`config.mk`:
```
export PLATFORM = sky130hd
export DESIGN_NAME = imm_gen_stage
export DESIGN_NICKNAME = d
export VERILOG_FILES = /design/src/rtl/imm_gen_pkg.sv /design/src/rtl/imm_decode.sv /design/src/rtl/imm_gen_stage.sv
export SDC_FILE = /design/constraint.sdc
export NUM_CORES = 1
export LEC_CHECK = 0
export CAP_MARGIN = 20
export CORE_MARGIN = 2
export CORE_UTILIZATION = 35
export CTS_CLUSTER_SIZE = 12
export DETAILED_ROUTE_END_ITERATION = 12
export HOLD_SLACK_MARGIN = 0.15
export PLACE_DENSITY_LB_ADDON = 0.12
export SLEW_MARGIN = 20
export SYNTH_ARGS = -nofsm -noshare
export SYNTH_HDL_FRONTEND = slang
export SYNTH_SLANG_ARGS = --single-unit
export TNS_END_PERCENT = 10
```
`constraint.sdc`:
```
create_clock -name clk -period 10.5 [get_ports clk]
set_clock_uncertainty 0.15 [all_clocks]
set_input_delay 1.05 -clock clk [delete_from_list [all_inputs] [get_ports clk]]
set_output_delay 1.05 -clock clk [all_outputs]
set_load 0.01 [all_outputs]
```
`src/rtl/imm_gen_pkg.sv`:
```
// Shared types and constants for the ID-stage immediate generator.
// Entry fields are sized for the widest datapath; narrower builds use the low bits.
package imm_gen_pkg;

  localparam int XLEN_MAX = 64;

  typedef enum logic [2:0] {
    IMM_NONE = 3'd0,
    IMM_I    = 3'd1,
    IMM_S    = 3'd2,
    IMM_B    = 3'd3,
    IMM_U    = 3'd4,
    IMM_J    = 3'd5,
    IMM_Z    = 3'd6
  } imm_type_e;

  localparam logic [6:0] OPC_LOAD      = 7'b0000011;
  localparam logic [6:0] OPC_OP_IMM    = 7'b0010011;
  localparam logic [6:0] OPC_AUIPC     = 7'b0010111;
  localparam logic [6:0] OPC_OP_IMM_32 = 7'b0011011;
  localparam logic [6:0] OPC_STORE     = 7'b0100011;
  localparam logic [6:0] OPC_LUI       = 7'b0110111;
  localparam logic [6:0] OPC_BRANCH    = 7'b1100011;
  localparam logic [6:0] OPC_JALR      = 7'b1100111;
  localparam logic [6:0] OPC_JAL       = 7'b1101111;
  localparam logic [6:0] OPC_SYSTEM    = 7'b1110011;

  typedef struct packed {
    logic [XLEN_MAX-1:0] imm;
    imm_type_e           imm_type;
    logic [XLEN_MAX-1:0] pc;
    logic [XLEN_MAX-1:0] target;
  } entry_t;

  // Immediate shifts use funct3 001 (sll) and 101 (srl/sra).
  function automatic logic is_shift(input logic [2:0] funct3);
    return funct3[1:0] == 2'b01;
  endfunction

endpackage

```
`src/rtl/imm_decode.sv`:
```
// Combinational immediate decoder: instruction word -> immediate and format code.
// Built at 64 bits internally and truncated, so one set of bit-placements serves both widths.
module imm_decode
  import imm_gen_pkg::*;
#(
  parameter int XLEN = 32
) (
  input  logic [31:0]     instruction,
  output logic [XLEN-1:0] imm,
  output imm_type_e       imm_type
);

  logic [63:0] imm64;
  logic [6:0]  opcode;
  logic [2:0]  funct3;
  logic        unused_imm_bits;

  assign opcode = instruction[6:0];
  assign funct3 = instruction[14:12];

  always_comb begin
    imm64    = '0;
    imm_type = IMM_NONE;
    case (opcode)
      OPC_LOAD, OPC_JALR: begin
        imm_type = IMM_I;
        imm64    = {{52{instruction[31]}}, instruction[31:20]};
      end
      OPC_OP_IMM: begin
        imm_type = IMM_I;
        if (is_shift(funct3)) begin
          // funct7 bits never leak into the shift amount
          if (XLEN == 64) imm64 = {58'b0, instruction[25:20]};
          else            imm64 = {59'b0, instruction[24:20]};
        end else begin
          imm64 = {{52{instruction[31]}}, instruction[31:20]};
        end
      end
      OPC_OP_IMM_32: begin
        if (XLEN == 64) begin
          imm_type = IMM_I;
          if (is_shift(funct3)) imm64 = {59'b0, instruction[24:20]};
          else                  imm64 = {{52{instruction[31]}}, instruction[31:20]};
        end
      end
      OPC_STORE: begin
        imm_type = IMM_S;
        imm64    = {{52{instruction[31]}}, instruction[31:25], instruction[11:7]};
      end
      OPC_BRANCH: begin
        imm_type = IMM_B;
        imm64    = {{51{instruction[31]}}, instruction[31], instruction[7],
                    instruction[30:25], instruction[11:8], 1'b0};
      end
      OPC_LUI, OPC_AUIPC: begin
        imm_type = IMM_U;
        imm64    = {{32{instruction[31]}}, instruction[31:12], 12'b0};
      end
      OPC_JAL: begin
        imm_type = IMM_J;
        imm64    = {{43{instruction[31]}}, instruction[31], instruction[19:12],
                    instruction[20], instruction[30:21], 1'b0};
      end
      OPC_SYSTEM: begin
        if (funct3[2]) begin
          imm_type = IMM_Z;
          imm64    = {59'b0, instruction[19:15]};
        end else begin
          // CSR address, never sign-extended
          imm_type = IMM_I;
          imm64    = {52'b0, instruction[31:20]};
        end
      end
      default: begin
        imm_type = IMM_NONE;
        imm64    = '0;
      end
    endcase
  end

  assign imm             = imm64[XLEN-1:0];
  assign unused_imm_bits = ^imm64;

endmodule

```
`src/rtl/imm_gen_stage.sv`:
```
// Registered immediate generator with PC+IMM adder and a 2-entry skid buffer.
// in_ready comes from a flop so there is no combinational path from out_ready.
module imm_gen_stage
  import imm_gen_pkg::*;
#(
  parameter int XLEN      = 32,
  parameter bit EN_TARGET = 1'b1
) (
  input  logic            clk,
  input  logic            reset,
  input  logic            flush,
  input  logic            in_valid,
  output logic            in_ready,
  input  logic [31:0]     instruction,
  input  logic [XLEN-1:0] pc_in,
  output logic            out_valid,
  input  logic            out_ready,
  output logic [XLEN-1:0] imm,
  output logic [2:0]      imm_type,
  output logic [XLEN-1:0] pc_out,
  output logic [XLEN-1:0] target
);

  logic [XLEN-1:0] dec_imm;
  imm_type_e       dec_type;
  logic [XLEN-1:0] dec_target;
  entry_t          in_entry;

  entry_t main_q, skid_q;
  logic   main_vld_q, skid_vld_q, rdy_q;
  logic   main_vld_d, skid_vld_d;
  logic   ld_main_new, ld_main_skid, ld_skid;
  logic   in_fire, out_fire;
  logic   unused_entry_bits;

  imm_decode #(.XLEN(XLEN)) u_decode (
    .instruction (instruction),
    .imm         (dec_imm),
    .imm_type    (dec_type)
  );

  assign dec_target = EN_TARGET ? (pc_in + dec_imm) : '0;

  always_comb begin
    in_entry                    = '0;
    in_entry.imm[XLEN-1:0]      = dec_imm;
    in_entry.imm_type           = dec_type;
    in_entry.pc[XLEN-1:0]       = pc_in;
    in_entry.target[XLEN-1:0]   = dec_target;
  end

  assign in_fire  = in_valid & rdy_q;
  assign out_fire = main_vld_q & out_ready;

  always_comb begin
    main_vld_d   = main_vld_q;
    skid_vld_d   = skid_vld_q;
    ld_main_new  = 1'b0;
    ld_main_skid = 1'b0;
    ld_skid      = 1'b0;
    if (!main_vld_q || out_fire) begin
      // main slot frees up: oldest waiting entry goes first
      if (skid_vld_q) begin
        ld_main_skid = 1'b1;
        main_vld_d   = 1'b1;
        skid_vld_d   = 1'b0;
      end else if (in_fire) begin
        ld_main_new = 1'b1;
        main_vld_d  = 1'b1;
      end else begin
        main_vld_d = 1'b0;
      end
    end else if (in_fire) begin
      ld_skid    = 1'b1;
      skid_vld_d = 1'b1;
    end
  end

  always_ff @(posedge clk) begin
    if (reset) begin
      main_q     <= '0;
      skid_q     <= '0;
      main_vld_q <= 1'b0;
      skid_vld_q <= 1'b0;
      rdy_q      <= 1'b0;
    end else if (flush) begin
      main_vld_q <= 1'b0;
      skid_vld_q <= 1'b0;
      rdy_q      <= 1'b1;
    end else begin
      main_vld_q <= main_vld_d;
      skid_vld_q <= skid_vld_d;
      rdy_q      <= !skid_vld_d;
      if (ld_main_skid)     main_q <= skid_q;
      else if (ld_main_new) main_q <= in_entry;
      if (ld_skid)          skid_q <= in_entry;
    end
  end

  assign in_ready  = rdy_q;
  assign out_valid = main_vld_q;
  assign imm       = main_q.imm[XLEN-1:0];
  assign imm_type  = main_q.imm_type;
  assign pc_out    = main_q.pc[XLEN-1:0];
  assign target    = main_q.target[XLEN-1:0];

  assign unused_entry_bits = ^main_q;

endmodule

```
==> run_results.csv <==
group,metric,value,unit
outcome,status,"finished, final reports clean",
sta,setup-violations-final,0,
critical_path,endpoint_kind,"register",
drt,dr.pass1.iters,6,
finish,multi_input_area,0.00549,mm2
logic_synthesis,synth_common_cells,"nand2_1 (304), dfxtp_1 (201), a21oi_1 (164)",
logic_synthesis,ys_seq_elements,201,
critical_path,critPathTopFamily,"compound AO/OA/AOI/OAI gates",
floorplan,dieArea,0.0300,mm2
grt,overflow,0,
critical_path,worst-setup-path-type,"primary input to register",
drt,dr.first_iter.drc_count,889,
critical_path,cp.required,10.77,ns
drt,avgViaCountPerCell,5.41,
floorplan,coreArea,0.0280,mm2
cts,cts_tree,"yes",
sta,rsz0062_at_grt,"false",
grt,grt_usage,22.2,%
place,hpwl,23600,um
logic_synthesis,ys_warn_count,0,
drt,routed_wl,34500,um
pwr,peakVddDrop,0.0000897,V
sta,slew-limit-headroom,27.8,%
grt,antenna_found_initial,0,
logic_synthesis,synth_top_cell_by_area,"dfxtp_1",
finish,diodes,0,
cts,cts.sinks,201,
cts,htreeDepth,1,
cts,cts_buffers,24,
logic_synthesis,syn_avg_cell_area,7.72,um2
run,drv_cap,0,
logic_synthesis,ys_async_sr_fraction,0,%
sta,post-route-min-period,5.61,ns
cts,cts_setup_buffers,0,
cts,clock_latency,0.51,ns
cts,cts_resized,0,
critical_path,crit_arrival,5.88,ns
finish,fillers,2810,
pwr,p_leak,4.69,nW
drt,drc,0,
finish,postLayoutCellArea,0.0128,mm2
grt,grt_max_degree,98,
sta,fmax,178,MHz
logic_synthesis,synthFlopType,"dfxtp_1",
floorplan,core.rowCount,61,
sta,hold_viol_final,0,
floorplan,die_w,173,um
grt,grt_pass1_vias,8968,
critical_path,critical_path.max_stage_delay,0.81,ns
logic_synthesis,syn-cell-area,0.0100,mm2
sta,period_share,53.4,%
finish,final_cells,1798,
floorplan,die_h,173,um
critical_path,crit_chain,"clkdlybuf4s50_1 -> nor2_1 -> mux2_2 -> a31oi_1 -> nor2_1 -> a31o_2 -> a222oi_1 -> inv_1 -> ha_1 -> and2b_1 -> o2111ai_2 -> a21o_1 -> a21oi_1 -> or3_1 -> o31ai_1 -> o31ai_1 -> a211oi_1",
logic_synthesis,synth-edff-count,0,
cts,cts-hold-fix-buffers,0,
logic_synthesis,yosys.area.top_type_share,40.2,%
cts,clkTransAtPathRegs,0.06,ns
logic_synthesis,yosysSeqAreaShare,40.2,%
place,gp_congestion,0.930,
logic_synthesis,synthTopCellsByArea,"dfxtp_1 (40%), nand2_1 (11%), a21oi_1 (8.2%)",
floorplan,ios,170,
finish,seq_area,0.00402,mm2
sta,max_slew.worst_pin.slew,1.08,ns
place,placed_cell_area,0.0119,mm2
pwr,power_density,149,mW/mm2
sta,hold_ws,0.291,ns
logic_synthesis,syn-num-nets,1399,
drt,vias,9732,
drt,wl_per_cell,19.2,um
cts,cts_buffer_depth,3,
logic_synthesis,synth_cell_types,66,
sta,final.setup.tns,0,ns
drt,ant_nets,0,
sta,drv_slew,0,
finish,syn2layout_area_growth,27.6,%
floorplan,initial_core_util,35.8,%
critical_path,startpoint_type,"primary input",
finish,drive_above_1_share,6.06,%
cts,clockRootBuffer,"clkbuf_16",
place,dp_cells,1754,
grt,grt_pass1_wl,53100,um
critical_path,crit_buf_inv,2,
finish,nets,1503,
logic_synthesis,syn_inst,1298,
critical_path,cp_slowest_cell,"clkdlybuf4s50_1",
logic_synthesis,synth_most_common_cell,"nand2_1",
place,io_buffer_count,169,
min_path,hold_path_class,"register to register",
critical_path,critPathMaxFanout,17,
[per-layer routing]
| layer | vias up | track usage, % | routed length [um] |
|---|---|---|---|
| li1 | 4801 | - | - |
| met1 | 4575 | 31.7 | 16200 |
| met2 | 316 | 34.9 | 15500 |
| met3 | 40 | 3.74 | 2000 |
| met4 | 0 | 5.40 | 790 |
| met5 | - | 0 | 0 |
[state kept, by name, indices dropped and copies added, names as in the netlist]
name and cells:
pc_out 32, target 32, imm 32, imm_type 3, skid_q 99, in_ready 1
out_valid 1, skid_vld_q 1
[final cells by class]
class / instances / area share [%]
inverter: 36 / 1.06
timing repair buffer: 179 / 13.8
clock buffer: 35 / 5.81
multi-input combinational: 960 / 43.0
tap: 378 / 3.70
clock inverter: 9 / 1.15
sequential: 201 / 31.5
[power by group]
part	internal, mW	total (mW)	switching, mW
sequential	0.776	0.784	0.00774
clock	0.587	0.919	0.332
combinational	0.0818	0.196	0.114
total	1.45	1.90	0.454
[cells by family (layout without fill, tap and decap cells)]
logic type | after synthesis | count (layout) | share of synthesized area, %
buffers and inverters | 137 | 259 | 5.22
muxes | 2 | 2 | 0.225
and+or+nand+nor | 511 | 511 | 22.0
AOI/OAI and AO/OA | 388 | 388 | 26.0
xor gates and xnor gates | 27 | 27 | 2.36
adders and majority gates | 32 | 32 | 4.07
DFF | 201 | 201 | 40.2
[worst min-delay path, delay by kind of cell (launching register included)]
family,cells,cell delay (ns)
flip-flops,1,0.30
AND/OR/NAND/NOR,2,0.09
[final timing paths]
| path | from | endpoint | slack, ns | cells past startpoint |
|---|---|---|---|---|
| min reg2reg | target[17]$_SDFFE_PP0P_ | target[17]$_SDFFE_PP0P_ | 0.29 | 2 |
| max | instruction[2] | target[26]$_SDFFE_PP0P_ | 4.89 | 17 |
| min | target[17]$_SDFFE_PP0P_ | target[17]$_SDFFE_PP0P_ | 0.29 | 2 |
| max reg2reg | out_valid$_SDFFE_PP0N_ | skid_q[24]$_SDFFE_PP0P_ | 7.65 | 6 |
[layout by cell type (no fill, tap or decap), types with 4 or more instances in the layout]
master / netlist / final
inv_1: 36 / 35
clkdlybuf4s50_1: 0 / 168
bufinv_16: 0 / 4
o211ai_1: 7 / 7
a221o_1: 11 / 11
nor4_1: 5 / 5
or3_1: 5 / 5
xnor2_1: 17 / 17
ha_1: 31 / 31
o21ai_0: 40 / 40
clkbuf_8: 0 / 8
o221ai_1: 20 / 20
nand4_1: 10 / 10
o221a_2: 8 / 8
a21oi_1: 164 / 163
and2_1: 7 / 5
a21o_1: 24 / 24
clkinv_2: 0 / 4
o21a_1: 6 / 6
xor2_1: 10 / 10
a222oi_1: 5 / 5
nor3_1: 18 / 18
nor2_1: 96 / 95
dfxtp_1: 201 / 201
nor2b_1: 13 / 13
nand2_1: 304 / 303
o31ai_1: 5 / 5
a211oi_1: 22 / 22
a311oi_1: 34 / 34
a31oi_1: 6 / 6
nand3b_1: 9 / 9
nand3_1: 13 / 12
and3_1: 14 / 13
buf_4: 0 / 10
clkbuf_16: 0 / 25
nand2b_1: 5 / 5
a221oi_1: 6 / 6
[metrics by stage]
stage	utilization [%]	total power, mW	setup WS (ns)
after floorplan	-	0.900	5.50
after global placement	42.4	0.997	4.46
after detailed placement	42.5	0.997	4.45
after CTS	45.6	1.92	4.95
after global routing	45.6	1.97	4.66
final	45.6	1.90	4.89
(Power assumes the default switching activity.)
